File: config.mk
export PLATFORM = sky130hd
export DESIGN_NAME = fp_div_param
export DESIGN_NICKNAME = d
export VERILOG_FILES = /design/src/rtl/fp_div_param.sv
export SDC_FILE = /design/constraint.sdc
export NUM_CORES = 1
export LEC_CHECK = 0
export BUFFER_PORTS_ARGS = -buffer_cell sky130_fd_sc_hd__clkbuf_2
export CAP_MARGIN = 20
export CORE_UTILIZATION = 30
export CTS_BUF_LIST = sky130_fd_sc_hd__clkbuf_8
export DETAILED_ROUTE_END_ITERATION = 10
export GPL_TIMING_DRIVEN = 0
export SETUP_SLACK_MARGIN = 0.05
export SYNTH_ARGS = -nofsm -noshare
export SYNTH_HDL_FRONTEND = slang
export SYNTH_SLANG_ARGS = --single-unit
File: constraint.sdc
create_clock -name clk -period 10.55 [get_ports clk]
set_input_delay 2.6375 -clock clk [delete_from_list [all_inputs] [get_ports clk]]
set_output_delay 2.6375 -clock clk [all_outputs]
set_load 0.005 [all_outputs]
File: src/rtl/fp_div_param.sv
// fp_div_param: parametrised IEEE-754 divider z = a / b.
// Iterative restoring quotient core retiring BITS_PER_CYCLE bits per clock,
// round-to-nearest-even, subnormals flushed to zero, full special-case handling.
// Optional exception flags output enabled by defining FP_DIV_FLAGS_EN.
module fp_div_param #(
  parameter int EXP_W          = 11,
  parameter int MAN_W          = 52,
  parameter int BITS_PER_CYCLE = 2
) (
  input  logic                 clk,
  input  logic                 reset,
  input  logic                 start,
  input  logic [EXP_W+MAN_W:0] i_a,
  input  logic [EXP_W+MAN_W:0] i_b,
  output logic                 o_ready,
  output logic                 o_valid,
  output logic [EXP_W+MAN_W:0] o_z
`ifdef FP_DIV_FLAGS_EN
  ,
  output logic [4:0]           o_flags
`endif
);

  localparam int W     = EXP_W + MAN_W + 1;
  localparam int Q_W   = MAN_W + 3;
  localparam int ITERS = (Q_W + BITS_PER_CYCLE - 1) / BITS_PER_CYCLE;
  localparam int QB    = ITERS * BITS_PER_CYCLE;
  localparam int R_W   = MAN_W + 2;
  localparam int E_W   = EXP_W + 2;
  localparam int CNT_W = $clog2(ITERS + 1);

  localparam logic signed [E_W-1:0] BIAS     = E_W'((1 << (EXP_W - 1)) - 1);
  localparam logic signed [E_W-1:0] EXP_MAX  = E_W'((1 << EXP_W) - 1);
  localparam logic [CNT_W-1:0]      CNT_LAST = CNT_W'(ITERS - 1);
  localparam logic [W-1:0]          QNAN     = {1'b0, {EXP_W{1'b1}}, 1'b1, {(MAN_W-1){1'b0}}};

  typedef enum logic [2:0] {IDLE, UNPACK, DIVIDE, ROUND, DONE} state_t;

  // Round to nearest, ties to even, on {hidden, mantissa}; result keeps the carry bit.
  function automatic logic [MAN_W+1:0] round_rne(input logic [MAN_W:0] keep,
                                                 input logic guard,
                                                 input logic sticky);
    logic inc;
    inc = guard & (sticky | keep[0]);
    return {1'b0, keep} + {{(MAN_W+1){1'b0}}, inc};
  endfunction

  // Classify the final exponent: {overflow, underflow}.
  function automatic logic [1:0] exp_range(input logic signed [E_W-1:0] e);
    logic ovf;
    logic unf;
    ovf = !e[E_W-1] && (e >= EXP_MAX);
    unf = e[E_W-1] || (e == BIAS - BIAS);
    return {ovf, unf};
  endfunction

  // Saturate out-of-range exponents to signed infinity / signed zero.
  function automatic logic [W-1:0] sat_pack(input logic s,
                                            input logic [1:0] rng,
                                            input logic [EXP_W-1:0] e,
                                            input logic [MAN_W-1:0] m);
    if (rng[1]) return {s, {EXP_W{1'b1}}, {MAN_W{1'b0}}};
    if (rng[0]) return {s, {(W-1){1'b0}}};
    return {s, e, m};
  endfunction

  state_t state, state_nxt;

  logic [W-1:0]             a_q, b_q;
  logic                     a_sgn, b_sgn;
  logic [EXP_W-1:0]         a_exp, b_exp;
  logic [MAN_W-1:0]         a_man, b_man;
  logic                     a_zero, a_inf, a_nan, b_zero, b_inf, b_nan;
  logic                     res_sgn;
  logic                     sp_invalid, sp_inf, sp_zero, special;
  logic [W-1:0]             spec_z;

  logic                     res_sgn_q;
  logic signed [E_W-1:0]    exp_q;
  logic [MAN_W:0]           div_q;
  logic [R_W-1:0]           rem_q, rem_nxt;
  logic [QB-1:0]            quo_q, quo_nxt;
  logic [CNT_W-1:0]         cnt_q;

  logic                     norm;
  logic [QB-1:0]            q_n, q_low;
  logic                     guard, sticky, carry;
  logic [MAN_W+1:0]         rnd_sum;
  logic signed [E_W-1:0]    e_adj, e_fin;
  logic [1:0]               rng;
  logic [W-1:0]             round_z;

  assign a_sgn = a_q[W-1];
  assign b_sgn = b_q[W-1];
  assign a_exp = a_q[W-2 -: EXP_W];
  assign b_exp = b_q[W-2 -: EXP_W];
  assign a_man = a_q[MAN_W-1:0];
  assign b_man = b_q[MAN_W-1:0];

  // Operand classification and special-case result selection
  always_comb begin
    a_zero     = (a_exp == '0);
    b_zero     = (b_exp == '0);
    a_inf      = (a_exp == '1) && (a_man == '0);
    b_inf      = (b_exp == '1) && (b_man == '0);
    a_nan      = (a_exp == '1) && (a_man != '0);
    b_nan      = (b_exp == '1) && (b_man != '0);
    res_sgn    = a_sgn ^ b_sgn;
    sp_invalid = a_nan | b_nan | (a_zero & b_zero) | (a_inf & b_inf);
    sp_inf     = !sp_invalid & (a_inf | b_zero);
    sp_zero    = !sp_invalid & !sp_inf & (a_zero | b_inf);
    special    = sp_invalid | sp_inf | sp_zero;
    if (sp_invalid)  spec_z = QNAN;
    else if (sp_inf) spec_z = {res_sgn, {EXP_W{1'b1}}, {MAN_W{1'b0}}};
    else             spec_z = {res_sgn, {(W-1){1'b0}}};
  end

  // DIVIDE stage: BITS_PER_CYCLE restoring radix-2 steps per clock
  always_comb begin
    rem_nxt = rem_q;
    quo_nxt = quo_q;
    for (int i = 0; i < BITS_PER_CYCLE; i++) begin
      if (rem_nxt >= {1'b0, div_q}) begin
        rem_nxt = rem_nxt - {1'b0, div_q};
        quo_nxt = {quo_nxt[QB-2:0], 1'b1};
      end else begin
        quo_nxt = {quo_nxt[QB-2:0], 1'b0};
      end
      rem_nxt = rem_nxt << 1;
    end
  end

  // ROUND stage: normalise, round, adjust exponent and saturate
  always_comb begin
    norm    = quo_q[QB-1];
    q_n     = norm ? quo_q : (quo_q << 1);
    guard   = q_n[QB-MAN_W-2];
    q_low   = q_n << (MAN_W + 2);
    sticky  = (q_low != '0) | (rem_q != '0);
    rnd_sum = round_rne(q_n[QB-1 -: MAN_W+1], guard, sticky);
    // the rounded significand is either 01.f or exactly 10.0
    carry   = rnd_sum[MAN_W+1] & !rnd_sum[MAN_W];
    e_adj   = {{(E_W-1){1'b0}}, carry} - {{(E_W-1){1'b0}}, !norm};
    e_fin   = exp_q + e_adj;
    rng     = exp_range(e_fin);
    round_z = sat_pack(res_sgn_q, rng, e_fin[EXP_W-1:0], rnd_sum[MAN_W-1:0]);
  end

  // Control state register and iteration counter
  always_ff @(posedge clk) begin
    if (!reset) begin
      state <= IDLE;
      cnt_q <= '0;
    end else begin
      state <= state_nxt;
      if (state == UNPACK)      cnt_q <= '0;
      else if (state == DIVIDE) cnt_q <= cnt_q + CNT_W'(1);
    end
  end

  // Next-state logic and handshake outputs
  always_comb begin
    state_nxt = state;
    o_ready   = 1'b0;
    o_valid   = 1'b0;
    case (state)
      IDLE: begin
        o_ready = 1'b1;
        if (start) state_nxt = UNPACK;
      end
      UNPACK:  state_nxt = special ? DONE : DIVIDE;
      DIVIDE:  if (cnt_q == CNT_LAST) state_nxt = ROUND;
      ROUND:   state_nxt = DONE;
      DONE: begin
        o_valid   = 1'b1;
        state_nxt = IDLE;
      end
      default: state_nxt = IDLE;
    endcase
  end

  // Datapath registers: operand capture, unpack, quotient iteration
  always_ff @(posedge clk) begin
    case (state)
      IDLE: begin
        if (start) begin
          a_q <= i_a;
          b_q <= i_b;
        end
      end
      UNPACK: begin
        res_sgn_q <= res_sgn;
        exp_q     <= $signed({2'b00, a_exp}) - $signed({2'b00, b_exp}) + BIAS;
        div_q     <= {1'b1, b_man};
        // partial remainder starts as the dividend so the first step yields the integer bit
        rem_q     <= {2'b01, a_man};
        quo_q     <= '0;
      end
      DIVIDE: begin
        rem_q <= rem_nxt;
        quo_q <= quo_nxt;
      end
      default: ;
    endcase
  end

  // Result register, loaded on entry to DONE and held until the next result
  always_ff @(posedge clk) begin
    if (!reset)                          o_z <= '0;
    else if (state == UNPACK && special) o_z <= spec_z;
    else if (state == ROUND)             o_z <= round_z;
  end

`ifdef FP_DIV_FLAGS_EN
  logic       sp_divzero;
  logic [4:0] spec_flags, round_flags;

  assign sp_divzero  = !sp_invalid & !a_inf & b_zero;
  assign spec_flags  = {sp_invalid, sp_divzero, 3'b000};
  assign round_flags = {2'b00, rng, guard | sticky | rng[1] | rng[0]};

  // Exception flags, registered alongside the result
  always_ff @(posedge clk) begin
    if (!reset)                          o_flags <= '0;
    else if (state == UNPACK && special) o_flags <= spec_flags;
    else if (state == ROUND)             o_flags <= round_flags;
  end
`endif

endmodule

After elaboration in Yosys (flattened, before gate mapping):

Index checks and enable logic that the tools add are counted.

* reductions and logical operators: 27
* $lt $le $gt $ge: 3
* add/subtract/negate cells: 8
* shift operators: 0
* divide/modulo/power cells: 0
* multiply operators: 0
* muxes and demuxes: 24
* bitwise operators: 18
* equality and inequality tests: 9

Operator list (count)
* $mux W64: 7
* $pmux W56 S2: 1
* $ge A54 B53 Y1: 2
* $pmux W54 S2: 1
* $mux W53: 2
* $sub A53 B53 Y53: 2
* $logic_not A52 Y1: 2
* $reduce_bool A52 Y1: 2
* $mux W63: 1
* $mux W56: 1
* $reduce_bool A56 Y1: 1
* $add A53 B1 Y54: 1
* $reduce_bool A54 Y1: 1
* $eq A11 B11 Y1 const B: 2
* $logic_not A11 Y1: 2
* $add A12 B11 Y13 const B: 1
* $add A13 B2 Y13: 1
* $ge A13 B12 Y1 const B: 1
* $logic_not A13 Y1: 1
* $pmux W3 S4: 1
* $sub A11 B11 Y12: 1
* $mux W3: 3
* $or A1 B1 Y1: 9
* $and A1 B1 Y1: 7
* 18 further kinds: 36

* register bits: 376
* latch bits: 0
* RAM bits: 0
* bits of input ports: 131
* word-level logic and storage cells: 99
* ROM bits: 0
* output and inout bits: 66
* memories: 0

Longest topological paths before layout:

Gate-level depths: netlist of run 1.

* word-level depth: 18
* depth in mapped cells: 37
* depth with buffers taken out: 25

Worst setup path before layout of run 1:

Ideal clock, no wire load.

* path kind: flip-flop to flip-flop
* start: register quo_q[55]
* end: register o_z[35]
* setup time: 117 ps
* buffers on the path: 13
* clock period less this slack: 8223 ps
* setup slack: 2327 ps
* arrival: 8105 ps
* stages on the path, launching flop included: 37
* data required time: 10433 ps
* path through: edfxtp_1 > buf_2 > buf_2 > buf_2 > clkbuf_1 > buf_1 > clkbuf_1 > clkbuf_1 > nand2_1 > a21oi_1 > ha_1 > nand2_1 > a211oi_1 > nand4_1 > nor2_1 > nand4_1 > or3_1 > or4_1 > ha_1 > buf_2 > buf_2 > buf_2 > buf_1 > xor2_1 > ha_1 > nand2b_1 > o21ai_0 > a22o_1 > a21oi_1 > xnor2_1 > inv_1 > or4_1 > o31a_1 > and3b_1 > clkbuf_1 > buf_2 > a32o_1

* cells in the longest elaborated chain, start to end: 18
* elaborated cells between the ends (all ways): 24
* classes of those cells: add/sub: 3; order compare: 1; mux: 9; bitwise: 4; reduce/logical: 7

Ends and longest elaborated chain
* from (decl): line 82 `logic [QB-1:0] quo_q, quo_nxt;`
* from (signal assigned): line 201 `quo_q <= quo_nxt;`
* parallel branches: the longest is 15 deep, another holds $add A53 B1 Y54
* $mux W64 (*): line 63 `if (rng[0]) return {s, {(W-1){1'b0}}};`
* $mux W64 (*): line 211 `else if (state == ROUND) o_z <= round_z;`
* $mux W64 (*): line 210 `else if (state == UNPACK && special) o_z <= spec_z;`
* to (signal assigned): line 210
* to (signal assigned): line 211
* to (decl): line 17 `output logic [EXP_W+MAN_W:0] o_z`

Mark *: on every way between the ends. The select of a mux whose other input is x is not followed.
A chain may end at the register's enable or synchronous reset.

Worst setup path in the final report of run 1:

* start: register quo_q[55]
* end: register o_z[16]

Same word-level chain as after synthesis.

==> results of run 1 <==
## cell usage after synthesis, types with 26 or more instances
cell	number	area [um2]
a211oi_1	26	195
edfxtp_1	304	9130
and3_1	80	500
a22o_1	49	429
xor2_1	85	744
clkbuf_1	100	375
nor2_1	174	653
nor4_1	56	350
nand2_1	293	1100
a21o_1	54	405
a21oi_1	208	1040
mux2i_1	58	581
dfxtp_1	72	1440
o21ai_0	116	581
a31oi_1	31	194
nor3_1	37	185
inv_1	113	424
ha_1	123	1540
nand3_1	67	335
xnor2_1	115	1010
nand4_1	57	357
o21ai_1	27	135
## area by class of cell
cell class | count | area (um2) | share of cell area [%]
multi-input combinational | 1921 | 12500 | 44.9
sequential | 376 | 10600 | 37.8
tap | 1050 | 1310 | 4.70
timing repair buffer | 203 | 1110 | 3.96
clock buffer | 72 | 991 | 3.55
buffer | 136 | 612 | 2.19
inverter | 115 | 434 | 1.55
clock inverter | 51 | 352 | 1.26
antenna | 3 | 7.51 | 0.0269
## registers in the layout, indices dropped and copies added (netlist names), 3 cells and up
name   flops
a_q       64
b_q       64
o_z       64
quo_q     56
rem_q     54
div_q     52
exp_q     13
cnt_q      5
state      3
## per-stage QoR
| step | total power, mW | setup WS, ns | setup TNS (ns) |
|---|---|---|---|
| final | 4.97 | 0.878 | 0 |
| after global routing | 5.25 | 0.171 | 0 |
| after CTS | 4.98 | 0.173 | 0 |
| after detailed placement | 3.58 | -0.636 | -30.15 |
| after global placement | 3.58 | -0.643 | -31.22 |
| after floorplan | 3.09 | 2.33 | 0 |
## path summary, 6_finish.rpt
path / startpoint / endpoint / slack, ns
setup / recovery: quo_q[55] / o_z[16] / 0.88
hold / removal: b_q[38] / div_q[38] / 0.44
setup reg to reg: quo_q[55] / o_z[16] / 0.88
hold reg to reg: b_q[38] / div_q[38] / 0.44
## cells by family (layout without fill, tap and decap cells)
family,Yosys count,count (layout),share of synthesized area [%]
XOR/XNOR,200,200,7.26
buffers and inverters,252,577,4.31
multiplexers,65,65,2.78
AO/OA/AOI/OAI,657,657,17.6
adder cells (fa/ha/maj),126,126,6.63
AND/OR/NAND/NOR,873,873,17.7
other,0,3,0
flip-flops,376,376,43.8
## per-layer routing
metal | vias up | global-route usage, % | routed length, um
met5 | - | 0 | 0
met4 | 0 | 6.93 | 2570
met3 | 118 | 3.09 | 5170
met2 | 752 | 29.5 | 34900
met1 | 9897 | 25.4 | 35000
li1 | 9956 | - | -
## power by group
group | switching, mW | internal [mW] | leakage, nW
logic | 1.11 | 0.646 | 6.91
registers | 0.0941 | 1.74 | 3.46
clock network | 0.661 | 0.722 | 0.747
total | 1.86 | 3.11 | 11.1
==> results by group, run 1 <==
Run status
  – Run status: completed

Synth
  – Mapped Nets: 2,806
  – Ys Warns: 0
  – Primary FF master, synth: edfxtp_1
  – Number of cells produced by synthesis: 2,549
  – Number of synthesized register bits: 376
  – Post-synth EDFFs: 304
  – Register area share after synthesis: 43.8%
  – Cell Area, Synth: 24,100 um2
  – Syn_area_per_cell: 9.47 um2
  – Synth async-reset ratio: 0%
  – Post-synthesis cell type count: 89

Placement
  – Placed Area: 26,600 um2
  – Dpl hpwl: 60,400 um
  – RePlAce Congestion: 0.955
  – PortBufs: 196
  – Placed cells: 3,802

Timing
  – # setup viols final: 0
  – Clock skew: 0.0371 ns
  – Final Max Tran Viols: 0
  – Tmin final: 9.67 ns
  – Max_slew headroom: 18.6%
  – Worst-margin pin slew: 1.21 ns
  – RSZ-0062 raised after global routing: false
  – Fin crit share: 91.7%
  – Final Hold Viols: 0
  – Hold WS: 0.440 ns
  – Fmax: 103 MHz

Global route
  – Initial antenna violation count: 3
  – Largest net degree at the start of global routing: 63
  – Total track usage: 18.6%
  – Grt ovf: 0
  – Vias in the first global route: 19,765
  – First-pass GRT wire length: 117,000 um

Setup path
  – CP Depth: 36
  – Critical path required time: 11.14 ns
  – Most used cell, CP: buf_2
  – Worst Setup Path Type: reg -> reg
  – Startpoint Class: register
  – Top delay family on crit path: buffers and inverters
  – CP max stage delay: 0.47 ns
  – Reg2Reg Depth: 36
  – Buf/Inv on CP: 12
  – Crit-path slowest cell: or4_1
  – Element type at the critical path end: register
  – CP Data Arrival Time: 10.26 ns
  – Largest fanout on the critical path: 19

Floorplanning
  – Die area: 81,600 um2
  – # IOs: 197
  – Row cnt: 103
  – Core box area: 79,300 um2
  – Die Wd: 286 um
  – Initial Util: 30.4%
  – Chip height: 286 um

Detailed routing
  – Final ANT Viol Nets: 0
  – Avg Vias per Cell: 5.28
  – Routed vias: 20,723
  – Post-Route WL: 77,600 um
  – Starting DRT DRC Count: 2,053
  – 1st-pass router iterations: 6
  – Wire per inst: 19.8 um
  – DRC Markers: 0

Power and ir drop
  – P_leak: 11.1 nW
  – PwrDens: 178 nW/um2
  – Maximum vdd drop: 122 uV

Clock tree
  – CTS Buf Count: 70
  – Post-CTS resize count: 3
  – Worst skew pair latency: 0.66 ns
  – Cts hold-fix bufs: 0
  – Root Driver: clkbuf_8
  – CTS Sinks: 376
  – Post-CTS setup buffers: 0
  – CTS tree: yes
  – H-Tree Depth: 3
  – Max Buffers Root-to-Sink: 3
  – Worst-path clk slew: 0.06 ns

Flow run
  – Max Cap Violations: 0

Finish
  – Fin cells: 3,927
  – Fin area: 27,900 um2
  – Layout fillers: 8,121
  – Final-stage net count: 3,080
  – Most frequent cells in the layout: edfxtp_1 (304), nand2_1 (292), a21oi_1 (208), clkbuf_2 (199), nor2_1 (174)
  – Most common cell after layout, fill and taps aside: edfxtp_1
  – Share of layout cells above drive strength 1: 12.9%
  – Syn-to-layout area delta: 15.7%
  – Final Util: 35.2%

Worst hold path
  – Hold/Removal Path Class: reg -> reg
  – Hold path cells: 0
Note: power is estimated with default switching activity, not from simulation.
==> run 2, diff against run 1 <==
- clock period: 10.55 -> 9.8 ns (I/O delays scaled with it)
==> results by group, run 2 (synthesis results as in run 1) <==
Setup path
  – Reg2Reg Launch Point: quo_q[55]
  – CP max stage delay: 0.48 ns
  – CP Data Arrival Time: 9.68 ns
  – Worst Setup Path Type: reg -> reg
  – Element type at the critical path end: register
  – Startpoint Class: register
  – Reg2Reg Depth: 36
  – Worst R2R Setup Slack: 0.71 ns
  – Buf/Inv on CP: 12
  – Crit-path slowest cell: or4_1
  – Most used cell, CP: buf_2
  – Critical path required time: 10.39 ns
  – Top delay family on crit path: buffers and inverters
  – Crit Reg-Reg Endpoint: o_z[16]
  – Largest fanout on the critical path: 19

Finish
  – Final-stage net count: 3,083
  – Share of layout cells above drive strength 1: 13.0%
  – Most frequent cells in the layout: edfxtp_1 (304), nand2_1 (292), a21oi_1 (207), clkbuf_2 (196), nor2_1 (174)
  – Syn-to-layout area delta: 15.9%
  – Most common cell after layout, fill and taps aside: edfxtp_1
  – Largest regs: a_q (64), b_q (64), o_z (64)

Global route
  – Initial antenna violation count: 3
  – First-pass GRT wire length: 117,000 um
  – Vias in the first global route: 19,753
  – Largest net degree at the start of global routing: 63
  – Total track usage: 18.6%
  – Grt ovf: 0

Placement
  – Dpl hpwl: 60,400 um
  – Pre-CTS setup slack: -1.39 ns
  – RePlAce Congestion: 0.955
  – PortBufs: 196

Detailed routing
  – Final ANT Viol Nets: 0
  – Routed vias: 20,820
  – DRC Markers: 0
  – Post-Route WL: 77,700 um
  – 1st-pass router iterations: 6
  – Avg Vias per Cell: 5.30
  – Starting DRT DRC Count: 2,013
  – Wire per inst: 19.8 um

Timing
  – Final Max Tran Viols: 0
  – Final Hold Viols: 0
  – # setup viols final: 0
  – Clock skew: 0.0371 ns
  – Worst setup slack after layout: 0.709 ns
  – Setup TNS: 0 ns
  – Worst-margin pin slew: 1.22 ns
  – RSZ-0062 raised after global routing: false
  – Max_slew headroom: 18.2%
  – Fin crit share: 92.8%
  – Fmax: 110 MHz
  – Tmin final: 9.09 ns

Floorplanning
  – Die area: 81,600 um2
  – # IOs: 197
  – Chip height: 286 um
  – Initial Util: 30.4%
  – Row cnt: 103
  – Core box area: 79,300 um2
  – Die Wd: 286 um

Power and ir drop
  – Maximum vdd drop: 132 uV
  – PwrDens: 192 nW/um2
  – P_leak: 11.1 nW

Clock tree
  – CTS Sinks: 376
  – Root Driver: clkbuf_8
  – Worst-path clk slew: 0.06 ns
  – H-Tree Depth: 3
  – CTS Buf Count: 70
  – Cts hold-fix bufs: 0
  – CTS tree: yes
  – Worst skew pair latency: 0.67 ns
  – Max Buffers Root-to-Sink: 3

Worst hold path
  – Hold/Removal Path Class: reg -> reg
  – Hold path cells: 0
  – Hold Path End: div_q[2]
  – Hold wc startpoint: b_q[2]

Flow run
  – Max Cap Violations: 0

Run status
  – Run status: completed
-- run 2: layer usage --
layer / vias to the layer above / routed length (um) / track usage, %
met3: 113 / 5010 / 3.09
li1: 9972 / - / -
met4: 0 / 2590 / 6.93
met1: 10017 / 35100 / 25.4
met2: 718 / 35000 / 29.4
met5: - / 0 / 0
-- run 2: through the flow --
step	cells	power (mW)	area [um2]	hold WS, ns	utilization (%)
2_1_floorplan	2549	3.32	24100	0.427	-
3_3_place_gp	3795	3.86	26400	0.436	33.3
3_5_place_dp	3802	3.85	26600	0.437	33.5
4_1_cts	3924	5.36	27900	0.448	35.2
5_1_grt	3930	5.65	28000	0.457	35.3
6_report	3931	5.36	28000	0.442	35.3
-- run 2: area by class of cell --
class,count,area [um2]
Sequential cell,376,10600
Buffer,136,617
Inverter,115,434
Clock inverter,51,352
Antenna cell,4,10.0
Multi-Input combinational cell,1921,12600
Tap cell,1050,1310
Timing Repair Buffer,206,1130
Fill cell,8115,51300
Clock buffer,72,991
-- run 2: worst max path at each step --
stage / from / to / cells after the start
after floorplan: quo_q[55] / o_z[35] / 36
after global placement: quo_q[55] / o_z[8] / 37
after detailed placement: quo_q[55] / o_z[16] / 37
after CTS: quo_q[55] / o_z[16] / 36
after global routing: quo_q[55] / o_z[16] / 36
final: quo_q[55] / o_z[16] / 36
-- run 2: worst reg2reg max path: cells and delay by family (launching register included) --
kind            cells  cell delay [ns]
compound gates     10             2.19
buf+inv            12             3.40
simple gates        9             1.93
fa+ha+maj           3             0.77
flops               1             0.31
xor+xnor            2             0.43
-- run 2: timing repair --
action,CTS,global route
buffers inserted,0,3
resized for setup,4,8
pin swaps,0,1
endpoints found under the setup margin,63,60
-- run 2: power breakdown --
part           switching [mW]  internal [mW]  total (mW)
sequential              0.102           1.88        1.98
combinational            1.19          0.697        1.89
clock                   0.716          0.777        1.49
==> run 3, diff against run 2 <==
- CTS_BUF_LIST: sky130_fd_sc_hd__clkbuf_8 -> default
==> results by group, run 3 (synthesis results as in run 1) <==
Run status
  – Run status: completed

Timing
  – Hold WS: 0.426 ns
  – RSZ-0062 raised after global routing: false
  – Final Hold Viols: 0
  – Fmax: 109 MHz
  – Tmin final: 9.13 ns
  – Clock skew: 0.0373 ns
  – # setup viols final: 0
  – Final Max Tran Viols: 0
  – Worst-margin pin slew: 1.19 ns
  – Setup TNS: 0 ns
  – Max_slew headroom: 19.9%
  – Worst setup slack after layout: 0.665 ns
  – Fin crit share: 93.2%

Floorplanning
  – Core box area: 79,300 um2
  – Row cnt: 103
  – Chip height: 286 um
  – Initial Util: 30.4%
  – Die Wd: 286 um
  – # IOs: 197
  – Die area: 81,600 um2

Setup path
  – CP Data Arrival Time: 9.66 ns
  – Worst Setup Path Type: reg -> reg
  – Element type at the critical path end: register
  – CP max stage delay: 0.48 ns
  – Critical path required time: 10.33 ns
  – Buf/Inv on CP: 12
  – Largest fanout on the critical path: 19
  – Startpoint Class: register
  – Crit-path slowest cell: or4_1
  – Most used cell, CP: buf_2
  – Top delay family on crit path: buffers and inverters

Clock tree
  – CTS Buf Count: 45
  – Max Buffers Root-to-Sink: 3
  – Root Driver: clkbuf_16
  – CTS Sinks: 376
  – H-Tree Depth: 2
  – Cts hold-fix bufs: 0
  – CTS tree: yes
  – Worst skew pair latency: 0.61 ns
  – Worst-path clk slew: 0.07 ns

Detailed routing
  – Routed vias: 20,738
  – DRC Markers: 0
  – Wire per inst: 20.0 um
  – Final ANT Viol Nets: 0
  – Avg Vias per Cell: 5.34
  – 1st-pass router iterations: 6
  – Starting DRT DRC Count: 2,063
  – Post-Route WL: 77,800 um

Power and ir drop
  – Maximum vdd drop: 109 uV
  – P_leak: 11.1 nW
  – PwrDens: 199 nW/um2
  – Power, Total: 5.60 mW

Global route
  – Vias in the first global route: 19,455
  – Total track usage: 18.5%
  – Met1 usage: 25.6%
  – Gr busiest metal: met2
  – Initial antenna violation count: 2
  – Grt ovf: 0
  – Largest net degree at the start of global routing: 63
  – M3 GR Usage: 2.58%
  – Global Route met2 Usage: 29.3%
  – First-pass GRT wire length: 117,000 um

Finish
  – Final-stage net count: 3,058
  – Fin area: 28,100 um2
  – Fin cells: 3,887
  – Share of layout cells above drive strength 1: 12.2%
  – Most common cell after layout, fill and taps aside: edfxtp_1
  – Most frequent cells in the layout: edfxtp_1 (304), nand2_1 (292), a21oi_1 (207), clkbuf_2 (196), nor2_1 (174)
  – Largest regs: a_q (64), b_q (64), o_z (64)
  – Final Util: 35.5%
  – Syn-to-layout area delta: 16.6%
  – Layout fillers: 8,041

Worst hold path
  – Hold/Removal Path Class: reg -> reg

Placement
  – Dpl hpwl: 60,400 um
  – PortBufs: 196
  – Pre-CTS setup slack: -1.39 ns
  – RePlAce Congestion: 0.955
  – Placed Area: 26,600 um2
  – Placed cells: 3,802

Flow run
  – Max Cap Violations: 0
-- run 3: layer usage --
layer | wire length [um] | up-vias
li1 | - | 9912
met1 | 35200 | 9982
met2 | 34900 | 720
met3 | 4750 | 124
met4 | 2900 | 0
met5 | 0 | -
-- run 3: area by class of cell --
class	instances	area, um2	area share [%]
clock buffers	57	1260	4.49
clock inverters	24	260	0.925
diodes	2	5.00	0.0178
flip-flops and latches	376	10600	37.6
inverters	115	434	1.54
well taps	1050	1310	4.67
multi-input cells	1921	12600	44.6
repair buffers	206	1130	4.01
plain buffers	136	617	2.19
-- run 3: path summary, 6_finish.rpt --
| check | cells past startpoint | slack [ns] | end | start |
|---|---|---|---|---|
| min | 0 | 0.43 | div_q[38] | b_q[38] |
| max | 36 | 0.67 | o_z[16] | quo_q[55] |
| max reg2reg | 36 | 0.67 | o_z[16] | quo_q[55] |
| min reg2reg | 0 | 0.43 | div_q[38] | b_q[38] |
-- run 3: what timing repair did --
| item | 4_1_cts | 5_1_grt |
|---|---|---|
| setup buffers | 0 | 3 |
| pin swaps | 0 | 1 |
| resized for setup | 4 | 8 |
| endpoints found under the setup margin | 63 | 60 |
-- run 3: worst register-to-register path: cells and delay by family (launching register included) --
kind,cells,cell delay (ns)
buf+inv,12,3.40
simple gates,9,1.96
flops,1,0.31
compound gates,10,2.17
fa+ha+maj,3,0.77
xor+xnor,2,0.43
-- run 3: power breakdown --
group	internal (mW)	switching (mW)
clock network	1.03	0.711
logic	0.697	1.19
registers	1.88	0.101
